$ cat src/rtl/golden_nonce_uart_tx.sv
// Golden-nonce reporter: small FIFO of captured nonces streamed MSB byte first over UART 8N1.
// Optional build macro GOLDEN_NONCE_DEDUP_EN discards a nonce equal to the last one pushed.
module golden_nonce_uart_tx #(
    parameter int BAUD_DIV        = 434,
    parameter int FIFO_DEPTH_LOG2 = 2
) (
    input  logic        hash_clk,
    input  logic        reset_n,
    input  logic        gn_valid,
    input  logic [31:0] gn_nonce,
    output logic        uart_tx,
    output logic        tx_busy,
    output logic        overflow
);
    localparam int AW = FIFO_DEPTH_LOG2;
    localparam int DEPTH = 1 << AW;
    localparam logic [15:0] BAUD_LAST = 16'(BAUD_DIV - 1);

    typedef enum logic [1:0] {IDLE, START, DATA, STOP} state_t;

    state_t      state, state_nxt;
    logic [AW:0] wr_ptr, rd_ptr, wr_ptr_nxt, rd_ptr_nxt;
    logic [31:0] mem [DEPTH];
    logic [31:0] shreg, shreg_nxt;
    logic [15:0] baud_cnt, baud_cnt_nxt;
    logic [2:0]  bit_idx, bit_idx_nxt;
    logic [1:0]  byte_idx, byte_idx_nxt;
    logic [7:0]  cur_byte;
    logic        fifo_empty, fifo_full, pop, push_req, push, drop, baud_done;

    assign fifo_empty = (wr_ptr == rd_ptr);
    assign fifo_full  = (wr_ptr[AW] != rd_ptr[AW]) && (wr_ptr[AW-1:0] == rd_ptr[AW-1:0]);
    assign pop        = (state == IDLE) && !fifo_empty;

`ifdef GOLDEN_NONCE_DEDUP_EN
    logic [31:0] last_pushed;
    logic        last_valid;

    assign push_req = gn_valid && !(last_valid && (gn_nonce == last_pushed));

    always_ff @(posedge hash_clk or negedge reset_n) begin
        if (!reset_n) begin
            last_pushed <= 32'd0;
            last_valid  <= 1'b0;
        end else if (push) begin
            last_pushed <= gn_nonce;
            last_valid  <= 1'b1;
        end
    end
`else
    assign push_req = gn_valid;
`endif

    // A pop in the same cycle frees a slot, so a full FIFO can still accept.
    assign push       = push_req && (!fifo_full || pop);
    assign drop       = push_req && fifo_full && !pop;
    assign wr_ptr_nxt = wr_ptr + {{AW{1'b0}}, push};
    assign rd_ptr_nxt = rd_ptr + {{AW{1'b0}}, pop};
    assign baud_done  = (baud_cnt == BAUD_LAST);
    assign cur_byte   = shreg[31:24];

    always_comb begin
        state_nxt    = state;
        shreg_nxt    = shreg;
        baud_cnt_nxt = baud_cnt;
        bit_idx_nxt  = bit_idx;
        byte_idx_nxt = byte_idx;
        uart_tx      = 1'b1;
        case (state)
            IDLE: begin
                baud_cnt_nxt = 16'd0;
                if (!fifo_empty) begin
                    shreg_nxt    = mem[rd_ptr[AW-1:0]];
                    byte_idx_nxt = 2'd0;
                    bit_idx_nxt  = 3'd0;
                    state_nxt    = START;
                end
            end
            START: begin
                uart_tx = 1'b0;
                if (baud_done) begin
                    baud_cnt_nxt = 16'd0;
                    bit_idx_nxt  = 3'd0;
                    state_nxt    = DATA;
                end else begin
                    baud_cnt_nxt = baud_cnt + 16'd1;
                end
            end
            DATA: begin
                uart_tx = cur_byte[bit_idx];
                if (baud_done) begin
                    baud_cnt_nxt = 16'd0;
                    if (bit_idx == 3'd7) begin
                        state_nxt = STOP;
                    end else begin
                        bit_idx_nxt = bit_idx + 3'd1;
                    end
                end else begin
                    baud_cnt_nxt = baud_cnt + 16'd1;
                end
            end
            STOP: begin
                uart_tx = 1'b1;
                if (baud_done) begin
                    baud_cnt_nxt = 16'd0;
                    if (byte_idx != 2'd3) begin
                        shreg_nxt    = {shreg[23:0], 8'd0};
                        byte_idx_nxt = byte_idx + 2'd1;
                        state_nxt    = START;
                    end else begin
                        state_nxt = IDLE;
                    end
                end else begin
                    baud_cnt_nxt = baud_cnt + 16'd1;
                end
            end
            default: state_nxt = IDLE;
        endcase
    end

    always_ff @(posedge hash_clk or negedge reset_n) begin
        if (!reset_n) begin
            state    <= IDLE;
            wr_ptr   <= '0;
            rd_ptr   <= '0;
            shreg    <= 32'd0;
            baud_cnt <= 16'd0;
            bit_idx  <= 3'd0;
            byte_idx <= 2'd0;
            tx_busy  <= 1'b0;
            overflow <= 1'b0;
        end else begin
            state    <= state_nxt;
            wr_ptr   <= wr_ptr_nxt;
            rd_ptr   <= rd_ptr_nxt;
            shreg    <= shreg_nxt;
            baud_cnt <= baud_cnt_nxt;
            bit_idx  <= bit_idx_nxt;
            byte_idx <= byte_idx_nxt;
            tx_busy  <= (state_nxt != IDLE) || (wr_ptr_nxt != rd_ptr_nxt);
            overflow <= overflow | drop;
        end
    end

    always_ff @(posedge hash_clk) begin
        if (push) begin
            mem[wr_ptr[AW-1:0]] <= gn_nonce;
        end
    end
endmodule

$ cat config.mk
export PLATFORM = sky130hd
export DESIGN_NAME = golden_nonce_uart_tx
export DESIGN_NICKNAME = d
export VERILOG_FILES = /design/src/rtl/golden_nonce_uart_tx.sv
export SDC_FILE = /design/constraint.sdc
export NUM_CORES = 1
export LEC_CHECK = 0
export ABC_AREA = 1
export CAP_MARGIN = 5
export CORE_UTILIZATION = 55
export CTS_CLUSTER_DIAMETER = 60
export DETAILED_ROUTE_END_ITERATION = 8
export PLACE_DENSITY = 0.83
export SLEW_MARGIN = 20
export SYNTH_ARGS = -nofsm -noshare
export SYNTH_HDL_FRONTEND = slang
export SYNTH_SLANG_ARGS = --single-unit
$ cat constraint.sdc
create_clock -name hash_clk -period 4.2 [get_ports hash_clk]
set_input_delay 0.63 -clock hash_clk [delete_from_list [all_inputs] [get_ports hash_clk]]
set_output_delay 0.63 -clock hash_clk [all_outputs]
set_load 0.005 [all_outputs]
---- Word level (Yosys, flattened, before mapping) ----
Memory sizes are Yosys's and may differ from the RTL's.
Cells that the tools add are included.
W data, S select, Z words.
cells by class
  $add $sub $neg .......................... 5
  $lt $le $gt $ge ......................... 1
  eq/ne operators ......................... 16
  mux-type cells .......................... 27
  bitwise gates (word level) .............. 1
  reduce and logical (&&, ||, !) cells .... 17
operators with widths
  operator                 count
  $mux W32                 3
  $pmux W32 S2             1
  $pmux W16 S2             1
  $add A16 B1 Y16 const B  1
  $eq A16 B9 Y1 const B    1
  $mux W16                 1
  $mux W2                  8
  $ne A2 B2 Y1 const B     7
  $mux W3                  4
  $pmux W3 S3              1
  $pmux W2 S4              1
  $add A3 B1 Y3            2
  $logic_and A1 B1 Y1      5
  $reduce_and A5 Y1        1
  $eq A2 B2 Y1 const B     2
  $lt A3 B4 Y1 const B     1
  $mux W1                  4
  $pmux W2 S2              1
  $reduce_and A4 Y1        1
  $reduce_bool A2 Y1       2
  $add A3 B1 Y3 const B    1
  $bmux W1 S3              1
  $eq A3 B3 Y1             1
  $eq A3 B3 Y1 const B     1
  12 further kinds         15
word-level totals
  register bits after elaboration ......... 63
  memory bits (writable) .................. 128
  output and inout port bits .............. 3
  word-level logic and storage cells ...... 77
  memories ................................ 1
memories
  memory  words  width  read ports  clocked after memory_dff  write ports  RTL line  text
  mem     4      32     1           0                         1            23        logic [31:0] mem [DEPTH];

---- Longest topological paths before layout ----
Gate-level depths: netlist of run 1.
  depth in word-level cells ............... 8
  mapped depth ............................ 16

---- Least setup slack after synthesis of run 1 ----
No wires, ideal clock.
  path type ............................... flip-flop to flip-flop
  from .................................... register rd_ptr[1]
  to ...................................... memory mem[2][0] (enable)
  arrival time ............................ 3.173 ns
  data required time ...................... 3.739 ns
  slack ................................... 0.566 ns
  stages on the path, launching flop included .. 9
  cells stage by stage .................... dfrtp_1 inv_2 nand2_1 nand2_1 nand3_1 nand2_1 nand2_1 nand2_1 nor3_1
on the way
  cells in the longest elaborated chain, start to end .. 7
  elaborated cells on any way between the ends .. 10
  those cells by class .................... eq/ne (2); mux (2); reduce/logical (6)
ends and longest elaborated chain
  what                                                     RTL line  text
  start: declaration                                       22        logic [AW:0] wr_ptr, rd_ptr, wr_ptr_nxt, rd_ptr_nxt;
  start signal: assignment                                 135       rd_ptr <= rd_ptr_nxt;
  $eq A3 B3 Y1 or $eq A2 B2 Y1 (tied branches)             31, 32
  $logic_not A1 Y1 or $logic_and A1 B1 Y1 (tied branches)  -
  $logic_and A1 B1 Y1 or $logic_not A1 Y1 (tied branches)  33, 55
  $logic_or A1 B1 Y1 (*)                                   55        assign push = push_req && (!fifo_full || pop);
  $logic_and A1 B1 Y1 (*)                                  55
  $mux W1 (*)                                              146       if (push) begin
  $mux W1 (implied by the code) (*)                        147       mem[wr_ptr[AW-1:0]] <= gn_nonce;
  end: declaration                                         23
Every way passes the cells marked *; elsewhere a longest branch is shown, timed or not.

---- Worst setup path in the final report of run 1 ----
  from .................................... register rd_ptr[1]
  to ...................................... register tx_busy
on the way
  cells in the longest elaborated chain, start to end .. 8
  elaborated cells on any way between the ends .. 15
  those cells by class .................... add/sub (2); eq/ne (3); mux (2); reduce/logical (8)
ends and longest elaborated chain
  what                                                     RTL line  text
  $eq A3 B3 Y1 or $eq A2 B2 Y1 (tied branches)             31, 32
  $logic_not A1 Y1 or $logic_and A1 B1 Y1 (tied branches)  -
  $logic_and A1 B1 Y1 or $logic_not A1 Y1 (tied branches)  33, 55
  $logic_or A1 B1 Y1 (*)                                   55
  $logic_and A1 B1 Y1 (*)                                  55
  $add A3 B1 Y3 (*)                                        57        assign wr_ptr_nxt = wr_ptr + {{AW{1'b0}}, push};
  net wr_ptr_nxt[2]                                        22
  $ne A3 B3 Y1 (*)                                         140       tx_busy <= (state_nxt != IDLE) || (wr_ptr_nxt != rd_ptr_nxt);
  $logic_or A1 B1 Y1 (*)                                   140
  end signal: assignment                                   140
  end: declaration                                         12        output logic tx_busy,
Mark *: on every way through the listed nets, which the timed path passes. The rest lies on a longest branch.
A chain may end at the register's enable or synchronous reset.

==> run summary, run 1 <==
The total clock buffers created by CTS came out at 17. The initialized floorplan defines 43 standard-cell rows. The minimum period implied by the final worst setup slack is 3210 ps. The area share of the largest cell type after synthesis is 48.4%. Dividing the detail-routed wire length by the instance count gives 17.8 um. The worst clock skew is 8.46 ps.

The share of final-layout standard cells stronger than drive strength 1 is 8.46%. The post-route fraction of the period consumed by the critical path is 76.5%. The number of setup buffers added after CTS is 0. The simple-gate share of the synthesized area is 12.3%. Synthesis inferred 191 register bits. The number of synthesized flops with an enable pin is 128. The largest area contributor in the netlist is sky130_fd_sc_hd__edfxtp_1. STA classifies the critical path endpoint as a flip-flop. For this run, the total global-route usage over all layers was measured as 23.3%.

Setup repair after global routing left no endpoint under its margin. The floorplan die width came out at 122 um. The root cell of the clock tree is sky130_fd_sc_hd__clkbuf_16. Detailed placement ended at an HPWL of 9.61 mm. The relative slew slack is 35.6%.

The boundary pin count is 38. After synthesis, the most frequently instantiated cells are sky130_fd_sc_hd__edfxtp_1, sky130_fd_sc_hd__nand2_1, sky130_fd_sc_hd__nor2_1. Sorting the synthesized cells by area gives the leading types as sky130_fd_sc_hd__edfxtp_1, sky130_fd_sc_hd__dfrtp_1, sky130_fd_sc_hd__nand2_1. The ratio of total power to cell area is 676 nW/um2. The sequential element share of the synthesized area came out at 68.3%.

The final-stage net count came out at 751. The sum of overflow across all layers after global routing is 0. The internal power component is 3.99 mW. The layout overhead on the synthesized area is 14.0%.

Counting distinct cell types in the post-synthesis netlist gives 38. The multiplexer share of the synthesized area came out at 3.03%. The insertion delay of the later-clocked pin in the worst-skew pair came out at 440 ps. The number of antenna violations at the first check in global routing is 0. The maximum fanout along the worst path came out at 27. IR analysis of the VDD net gives a maximum drop of 0.000604 V.

The most common cell in the synthesized netlist is sky130_fd_sc_hd__edfxtp_1. After synthesis, the share of flip-flops with an asynchronous set or reset is 33.0%. The static leakage came out at 3.42 nW.

The TritonCTS clock tree is built. The standard cell area after detailed placement is 8450 um2. The post-synth design cell area is 7940 um2. The H-tree depth reported by CTS is 4.

The number of max-slew violations in the final report is 0. The buffer depth of the longest clock path came out at 2. The critical path class is reg2reg. The switching fraction of total power is 34.8%. Setup violations remaining at the end of the flow were counted as 0. The number of nets in the synthesized netlist came out at 715. The post-cts hold buffer count is 0. By area, the combinational part of the netlist is dominated by simple AND/OR/NAND/NOR gates.

The synthesized netlist devotes 10.4% of its cell area to compound gates. After clock tree synthesis, the clock-pin slew on the worst setup and hold paths is 70 ps. The number of antenna repair diodes came out at 0. The adder and majority cell fraction of the synthesized area is 1.26%. The total design power is 6.12 mW. The min-delay analysis places its worst path in the category in2async. The maximum number of pins on one net before global-route repair came out at 67.

The weighted congestion reported at the end of routability-driven placement came out at 0.841. The first-iteration detailed-routing DRC count is 663. The switching component of the power is 2.13 mW. The length of the first detailed-routing pass in iterations came out at 6. The post-cts gate resize count came out at 0. The data required time at the worst endpoint is 4520 ps.

The total via count after detailed routing is 5,221. The synthesized netlist devotes 0.883% of its cell area to XOR and XNOR gates. Cells fill 64.7% of the core in the end. The initial utilization of the core area, before any placement, comes to 56.7%. After detailed routing, the number of remaining DRC violations is 0. Timing would allow up to 311 MHz. After synthesis, the mean cell area works out to 11.8 um2. The number of global-route vias before repair is 5,302. The average via count per standard cell came out at 5.79.

Summed over all layers, the routed wires come to 16.0 mm. The die boundary height came out at 122 um. Combinational logic burns 27.8% of the power. The sequential share of power is 45.7%. The number of warnings issued by yosys came out at 0. Once detail routing completed, the nets flagged for antenna violations numbered 0. The first global-routing pass estimated 25.9 mm of wire.

The sort of element at the start of the critical path is a flip-flop. For the pin with the worst max-slew slack, the measured transition is 966 ps. The relative contribution of the clock network to total power is 26.5%. The quantity of I/O buffers inserted on ports is 37. The die area is 14,900 um2. The floorplan step defined a core boundary enclosing 14,000 um2. The final hold violation count is 0. The most frequently used flop master after synthesis is sky130_fd_sc_hd__edfxtp_1.

The count of maximum capacitance violations came out at 0. The synthesized instance count is 672. In the final timing run, aggregate negative setup slack is 0 ps. The number of clock sinks seen by CTS is 191.

The run finished with clean final reports. Summing all non-filler instances in the final layout gives an area of 9050 um2. STA puts the critical path data arrival time at 3540 ps.
==> final cells by class <==
| cell class | instances | area (um2) |
|---|---|---|
| Sequential cell | 191 | 5420 |
| Fill cell | 1023 | 4940 |
| Multi-Input combinational cell | 417 | 2230 |
| Clock buffer | 19 | 453 |
| Timing Repair Buffer | 46 | 433 |
| Tap cell | 180 | 225 |
| Clock inverter | 13 | 153 |
| Inverter | 35 | 133 |
==> layout by cell type (no fill, tap or decap), types with 3 or more instances in the layout <==
cell                              netlist  routed
sky130_fd_sc_hd__clkinv_4               0       3
sky130_fd_sc_hd__ha_1                   8       8
sky130_fd_sc_hd__nor2_1                76      76
sky130_fd_sc_hd__inv_1                 32      32
sky130_fd_sc_hd__clkdlybuf4s50_1        0      36
sky130_fd_sc_hd__nand4_1                3       3
sky130_fd_sc_hd__o22ai_1               24      24
sky130_fd_sc_hd__o21ai_0               55      55
sky130_fd_sc_hd__nor3_1                 8       4
sky130_fd_sc_hd__clkbuf_16              0      17
sky130_fd_sc_hd__xor2_1                 6       6
sky130_fd_sc_hd__a21oi_1               14      14
sky130_fd_sc_hd__nand2_2                3       3
sky130_fd_sc_hd__edfxtp_1             128     128
sky130_fd_sc_hd__nor3_2                 0       4
sky130_fd_sc_hd__dfrtp_1               63      62
sky130_fd_sc_hd__o21ai_1               31      31
sky130_fd_sc_hd__buf_4                  4       9
sky130_fd_sc_hd__mux2i_1               24      24
sky130_fd_sc_hd__a32o_1                 8       8
sky130_fd_sc_hd__clkinv_8               0       3
sky130_fd_sc_hd__nand3_1               14      14
sky130_fd_sc_hd__nor3b_1                4       4
sky130_fd_sc_hd__nand2_1              119     119
==> sequential cells by signal (all words and copies together), names as in the netlist <==
| register | count |
|---|---|
| mem | 128 |
| tx_busy | 1 |
| wr_ptr | 3 |
| rd_ptr | 3 |
| baud_cnt | 16 |
| overflow | 1 |
| byte_idx | 2 |
| state | 2 |
| shreg | 32 |
| bit_idx | 3 |
==> final timing paths <==
check	start	endpoint	slack, ps	cells after the start
worst max-delay path	rd_ptr[1]	tx_busy	990	15
worst min-delay path	reset_n	bit_idx[0]	230	1
worst max register to register	rd_ptr[1]	tx_busy	990	15
worst min register to register	baud_cnt[0]	baud_cnt[0]	500	1
max in group asynchronous	reset_n	rd_ptr[0]	3050	2
min in group hash_clk	baud_cnt[0]	baud_cnt[0]	500	1
==> kinds of logic (layout without fill, tap and decap cells) <==
kind of cell    after synthesis  in the layout
simple gates                235            235
flops                       191            191
compound gates              142            142
buf+inv                      64            113
mux                          24             24
fa+ha+maj                     8              8
xor+xnor                      8              8
==> power groups by stage <==
stage | registers [mW] | logic [mW] | clock network, mW
finish | 2.80 | 1.70 | 1.62
floorplan | 2.73 | 1.25 | 0
global route | 2.83 | 1.90 | 1.71
CTS | 2.79 | 1.71 | 1.63
global placement | 2.79 | 1.59 | 0
detailed placement | 2.82 | 1.68 | 0
==> worst max-delay path, cell delays in order (launching register included) <==
cell                      delay (ps)
sky130_fd_sc_hd__dfrtp_1         980
sky130_fd_sc_hd__nand2_1         100
sky130_fd_sc_hd__nand2_1         170
sky130_fd_sc_hd__nand3_1         120
sky130_fd_sc_hd__nand2_1         360
sky130_fd_sc_hd__nand2_1          90
sky130_fd_sc_hd__nand2_1         210
sky130_fd_sc_hd__inv_1            70
sky130_fd_sc_hd__ha_1            180
sky130_fd_sc_hd__ha_1            180
sky130_fd_sc_hd__xor2_1          180
sky130_fd_sc_hd__xor2_1          170
sky130_fd_sc_hd__nor2_1           90
sky130_fd_sc_hd__nand2_1          60
sky130_fd_sc_hd__nor2_1           90
sky130_fd_sc_hd__nand2_1          50
==> through the flow <==
step / hold slack [ps] / setup slack (ps) / cells
floorplan: 334 / 566 / 672
global placement: 469 / 1200 / 869
detailed placement: 486 / 1090 / 869
CTS: 255 / 1050 / 901
global route: 286 / 748 / 901
finish: 233 / 988 / 901
==> layer usage <==
layer | track usage (%) | routed length (um) | vias to the layer above
met5 | 0 | 0 | -
met4 | 8.23 | 310 | 0
met3 | 4.92 | 851 | 31
met2 | 41.2 | 8260 | 181
met1 | 28.2 | 6600 | 2572
li1 | - | - | 2437
No activity file was read; power rests on OpenSTA's default activity.
==> run 2, diff against run 1 <==
Clock period 4.2 ns to 3.2 ns, I/O delays scaled along.
==> run 2 against run 1 <==
  * Worst setup slack got worse by 350 ps
  * Global-route usage fell by 0.39 points
  * Core utilization up 0.13 points
  * Total power increased by 30%
  * Worst hold slack better by 260 ps
  * Critical endpoint is now uart_tx
  * Via count is 1.7% lower
  * Wire length shrank 4.0%
  * Non-clock buffer count grew 5
  * Clock skew grew 3.0 ps
  * Clock power is 28% higher
==> run summary, run 2 (synthesis results as in run 1) <==
The relative slew slack is 55.0%. The register with the most flip-flops in the layout has 128 of them. The number of rows in the core area is 43. The number of max-slew violations in the final report came out at 0. The largest incremental delay on the critical path came out at 550 ps. The worst hold path belongs to the class reg2reg.

The wire length of the first global-routing pass came out at 25.5 mm. The total clock buffers created by CTS came out at 17. The total via count after detailed routing is 5,132.

The number of nets with antenna violations after detailed routing is 0. The die boundary height is 122 um. The final hold violation count is 0. The standard cell area after detailed placement came out at 8480 um2. The number of antenna violations at the first check in global routing is 0. The number of cells after detailed placement is 873. The analysis attributes to cell leakage a power of 3.43 nW. For the worst flop-to-flop path, the logic depth is 16. The worst clock skew came out at 11.5 ps.

The minimum period implied by the final worst setup slack is 2560 ps. The maximum achievable frequency is 391 MHz. The total design power is 7.96 mW. The effective utilization at floorplan came out at 56.7%.

The number of clock sinks seen by CTS is 191. The global-route total usage across every layer came out at 22.9%. Port buffering added 37 buffers. The worst setup path is captured at an output pin.

Walking the worst path, the cells encountered are inv_1 -> nand2_1 -> nand3_1 -> o211ai_1 -> a31oi_1 -> clkdlybuf4s50_1. The post-route DRC violation count came out at 0. The share of final-layout standard cells stronger than drive strength 1 is 8.68%.

In this run the power density over the cells is 877 nW/um2. The first-iteration detailed-routing DRC count came out at 390. The total half-perimeter wirelength after legalization and detailed placement is 9.46 mm.

For the worst setup path, the data required time is 2720 ps. The count of buffers added by post-CTS timing repair for setup came out at 0. The critical path arrival is 2080 ps.

The repair_antennas step left the layout with diodes totalling 0. After global routing the overflow that remains totals 0. The launching point of the worst reg2reg path is wr_ptr[1]. The total detailed-routing wirelength is 15.4 mm. The cell depth of the worst hold path is 2. The sort of element at the start of the critical path is a flip-flop. The length of the first detailed-routing pass in iterations came out at 5.

In the final routed layout, each cell accounts on average for 17.0 um. The tightest hold path in the finished design has a slack of 489 ps. The final-stage net count came out at 756. The buffer depth of the longest clock path is 2. The post-route fraction of the period consumed by the critical path is 79.9%. The maximum resistive drop on vdd is 0.000590 V. The aggregate negative setup slack came out at 0 ps.

The number of non-filler instances in the completed layout came out at 906. Of all nets on the critical path, the largest fanout is 7. The die covers 14,900 um2. The clock slew at the register clock pins of the worst setup and hold paths came out at 70 ps. In this run the critical register-to-register path is captured at tx_busy. In this run the standard cell core region covers 14,000 um2. In the layout the commonest cells are sky130_fd_sc_hd__edfxtp_1, sky130_fd_sc_hd__nand2_1, sky130_fd_sc_hd__nor2_1. The maximum number of pins on one net before global-route repair is 67. The slew of the pin with the lowest slew margin is 675 ps.

The final setup violation count is 0. OpenSTA, run right after detailed placement, puts the worst setup slack at 724 ps. The count of maximum capacitance violations came out at 0. The path with the worst hold slack has its endpoint at shreg[14]. The layout overhead on the synthesized area is 14.2%. The die is 122 um wide. The number of global-route vias before repair came out at 5,330. The setup path with the least slack is of type reg2out.

The beginning of the worst hold path is shreg[14]. The H-tree depth reported by CTS is 4. Leaving out fill and tap cells, the most frequent cell in the layout is sky130_fd_sc_hd__edfxtp_1. The worst-case register-to-register setup slack is 720 ps.

The utilization of the core after routing is 64.8%. The worst path meets setup with 643 ps of slack. The cell with the largest stage delay on the worst path is sky130_fd_sc_hd__clkdlybuf4s50_1.

Setup repair after global routing left no endpoint under its margin. The run finished with clean final reports. After detailed routing, the number of vias per cell comes to 5.66. The post-route standard cell area excluding fillers came out at 9070 um2.

TritonCTS built the clock tree. At the end of routability-driven placement, the weighted congestion stood at 0.853. The root buffer cell chosen for the clock tree is sky130_fd_sc_hd__clkbuf_16. The boundary pin count came out at 38. For the worst-skew pair, the clock arrives at the later sink with an insertion delay of 430 ps.
[run 2: cell count changes in the layout (fill, tap and decap cells not counted), sizes merged]
cell         delta
buf             +4
bufinv          +1
clkinv          -4
dlygate4sd3     +1
inv             +3
[run 2: routing by layer]
metal / global-route usage [%] / share of wire (%) / vias to the layer above / wire length (um)
met5: 0 / 0 / - / 0
met1: 26.0 / 40 / 2507 / 6150
li1: - / - / 2453 / -
met3: 5.20 / 5.0 / 21 / 768
met2: 41.9 / 54 / 151 / 8280
met4: 8.54 / 1.3 / 0 / 202
[run 2: area by class of cell]
type	instances	area (um2)
sequential	191	5420
fill	1017	4920
multi-input combinational	417	2230
timing repair buffer	51	473
clock buffer	19	433
tap	180	225
clock inverter	13	150
inverter	35	133
[run 2: worst max-delay path, delay by kind of cell, from the launching register on]
family / cells / cell delay [ps]
flip-flops: 1 / 460
AND/OR/NAND/NOR: 2 / 130
AO/OA/AOI/OAI: 2 / 350
buffers and inverters: 2 / 720
[run 2: worst max-delay path by stage]
| stage | slack (ps) | end | cells past startpoint | startpoint |
|---|---|---|---|---|
| 6_report | 640 | uart_tx | 6 | bit_idx[0] |
| 5_1_grt | 430 | tx_busy | 14 | wr_ptr[0] |
| 4_1_cts | 630 | uart_tx | 6 | bit_idx[0] |
| 3_5_place_dp | 720 | tx_busy | 16 | wr_ptr[1] |
| 3_3_place_gp | 880 | tx_busy | 14 | wr_ptr[0] |
| 2_1_floorplan | -430 | mem[2][0] | 8 | rd_ptr[1] |
[run 2: power by group]
group	switching (mW)	internal, mW	total (mW)	leakage [nW]
Combinational	1.51	0.782	2.29	1.18
Clock	0.899	1.17	2.07	0.288
Sequential	0.278	3.32	3.60	1.97
[run 2: what timing repair did]
| item | in CTS | in global routing |
|---|---|---|
| hold buffers | 1 | 0 |
| endpoints found under the hold margin | 17 | 0 |
| gates resized for setup | 0 | 0 |
==> edit (config.mk and constraints of run 1) <==
`FIFO_DEPTH_LOG2`: 2 -> 1.
--- a/src/rtl/golden_nonce_uart_tx.sv
+++ b/src/rtl/golden_nonce_uart_tx.sv
@@ -3,5 +3,5 @@
 module golden_nonce_uart_tx #(
     parameter int BAUD_DIV        = 434,
-    parameter int FIFO_DEPTH_LOG2 = 2
+    parameter int FIFO_DEPTH_LOG2 = 1
 ) (
     input  logic        hash_clk,
Check against the original RTL: not equivalent (Yosys sat finds a counterexample within 10 cycles, from zero or initial values and one cycle with reset_n low).
==> edit against run 1 <==
Final area decreased by 29%. Wire length decreased by 33%. Clock skew about the same. Core utilization increased by 4.2 points. Setup slack improved by 0.35 ns. Count of clock-buffer cells in the layout decreased by 2. Fmax increased by 12%. Sequential cell count decreased by 66. Total power decreased by 25%. Synthesized area decreased by 33%. Critical path depth decreased by 10. Critical path type is now reg -> out. Critical endpoint is now uart_tx. Largest cell class unchanged. Largest power group unchanged.
==> edit: results (changes against run 1) <==
| Metric | Value |
|---|---|
| Met1 Wirelength | 4290 um (was 6600 um) |
| Vias in the first global route | 3691 (was 5302) |
| Clock skew | 0.00820 ns (was 0.00846 ns) |
| Worst path slowest cell | clkdlybuf4s50_1 (was dfrtp_1) |
| Most frequent cells after synthesis | 141 x nand2_1, 64 x edfxtp_1, 61 x dfrtp_1 (was 128 x edfxtp_1, 119 x nand2_1, 76 x nor2_1) |
| Synth top area cells | edfxtp_1 36%, dfrtp_1 29%, nand2_1 9.9%, o21ai_0 4.0%, nor2_1 3.6% (was edfxtp_1 48%, dfrtp_1 20%, nand2_1 5.6%, nor2_1 3.6%, o21ai_0 3.5%) |
| Worst-path fanout max | 15 (was 27) |
| Cell Count Post-Placement | 674 (was 869) |
| Internal power | 3.08 mW (was 3.99 mW) |
| Root Driver | clkbuf_8 (was clkbuf_16) |
| Xor and xnor fraction of the mapped netlist area | 0.0211 (was 0.00883) |
| Grt met3 use | 0.0680 (was 0.0492) |
| Switch Pwr | 1.48 mW (was 2.13 mW) |
| Net count, final | 607 (was 751) |
| Initial detailed-routing violation count | 317 (was 663) |
| Status | completed (unchanged) |
| Crit-path max cell delay | 0.50 ns (was 0.98 ns) |
| Met2 wire length | 5730 um (was 8260 um) |
| FF-to-FF End | shreg[7] (was tx_busy) |
| DR vias/cell | 5.29 (was 5.79) |
| Grt met2 use | 0.407 (was 0.412) |
| RD Place Congestion | 0.794 (was 0.841) |
| Seq/Total Area, Yosys | 0.646 (was 0.683) |
| LEAKAGE | 2.70 nW (was 3.42 nW) |
| Largest net degree at the start of global routing | 62 (was 67) |
| Global-route wire length before repair | 17400 um (was 25900 um) |
| Worst-Margin Slew | 0.977 ns (was 0.966 ns) |
## edit: cell types whose count changed after synthesis, moves of 11 or more
| cell | change |
|---|---|
| a21oi_1 | -11 |
| edfxtp_1 | -64 |
| mux2i_1 | -24 |
| nand2_1 | +22 |
| nand3_1 | +24 |
| nor2_1 | -25 |
| o21ai_0 | -12 |
| o21ai_1 | -11 |
| o22ai_1 | -24 |
## edit: layout make-up
cell class	count	area, um2
sequential	125	3450
fill	671	2900
multi-input combinational	348	1670
timing repair buffer	44	418
clock buffer	17	414
clock inverter	15	213
tap	129	161
inverter	28	105
## edit: cells by family (layout without fill, tap and decap cells)
kind of cell | count (synthesis) | count (layout)
compound gates | 76 | 76
fa+ha+maj | 8 | 8
xor+xnor | 12 | 12
flops | 125 | 125
simple gates | 252 | 252
buf+inv | 50 | 104
## edit: worst max-delay path: cells and delay by family (launching register included)
| family | cells | cell delay, ns |
|---|---|---|
| buf+inv | 2 | 0.87 |
| flops | 1 | 0.42 |
| simple gates | 3 | 0.43 |
## edit: stage by stage
step	instance area [um2]	util	worst slack, ns
2_1_floorplan	5340	-	1.71
5_1_grt	6430	0.689	1.12
3_5_place_dp	5800	0.622	1.46
4_1_cts	6430	0.689	1.29
6_report	6430	0.689	1.33
3_3_place_gp	5800	0.622	1.57
## edit: worst min path at each step
stage / cells after the start / slack [ns] / to
global route: 2 / 0.32 / baud_cnt[8]
finish: 2 / 0.26 / baud_cnt[8]
global placement: 1 / 0.45 / overflow
floorplan: 0 / 0.33 / baud_cnt[0]
CTS: 2 / 0.28 / baud_cnt[8]
detailed placement: 1 / 0.47 / overflow
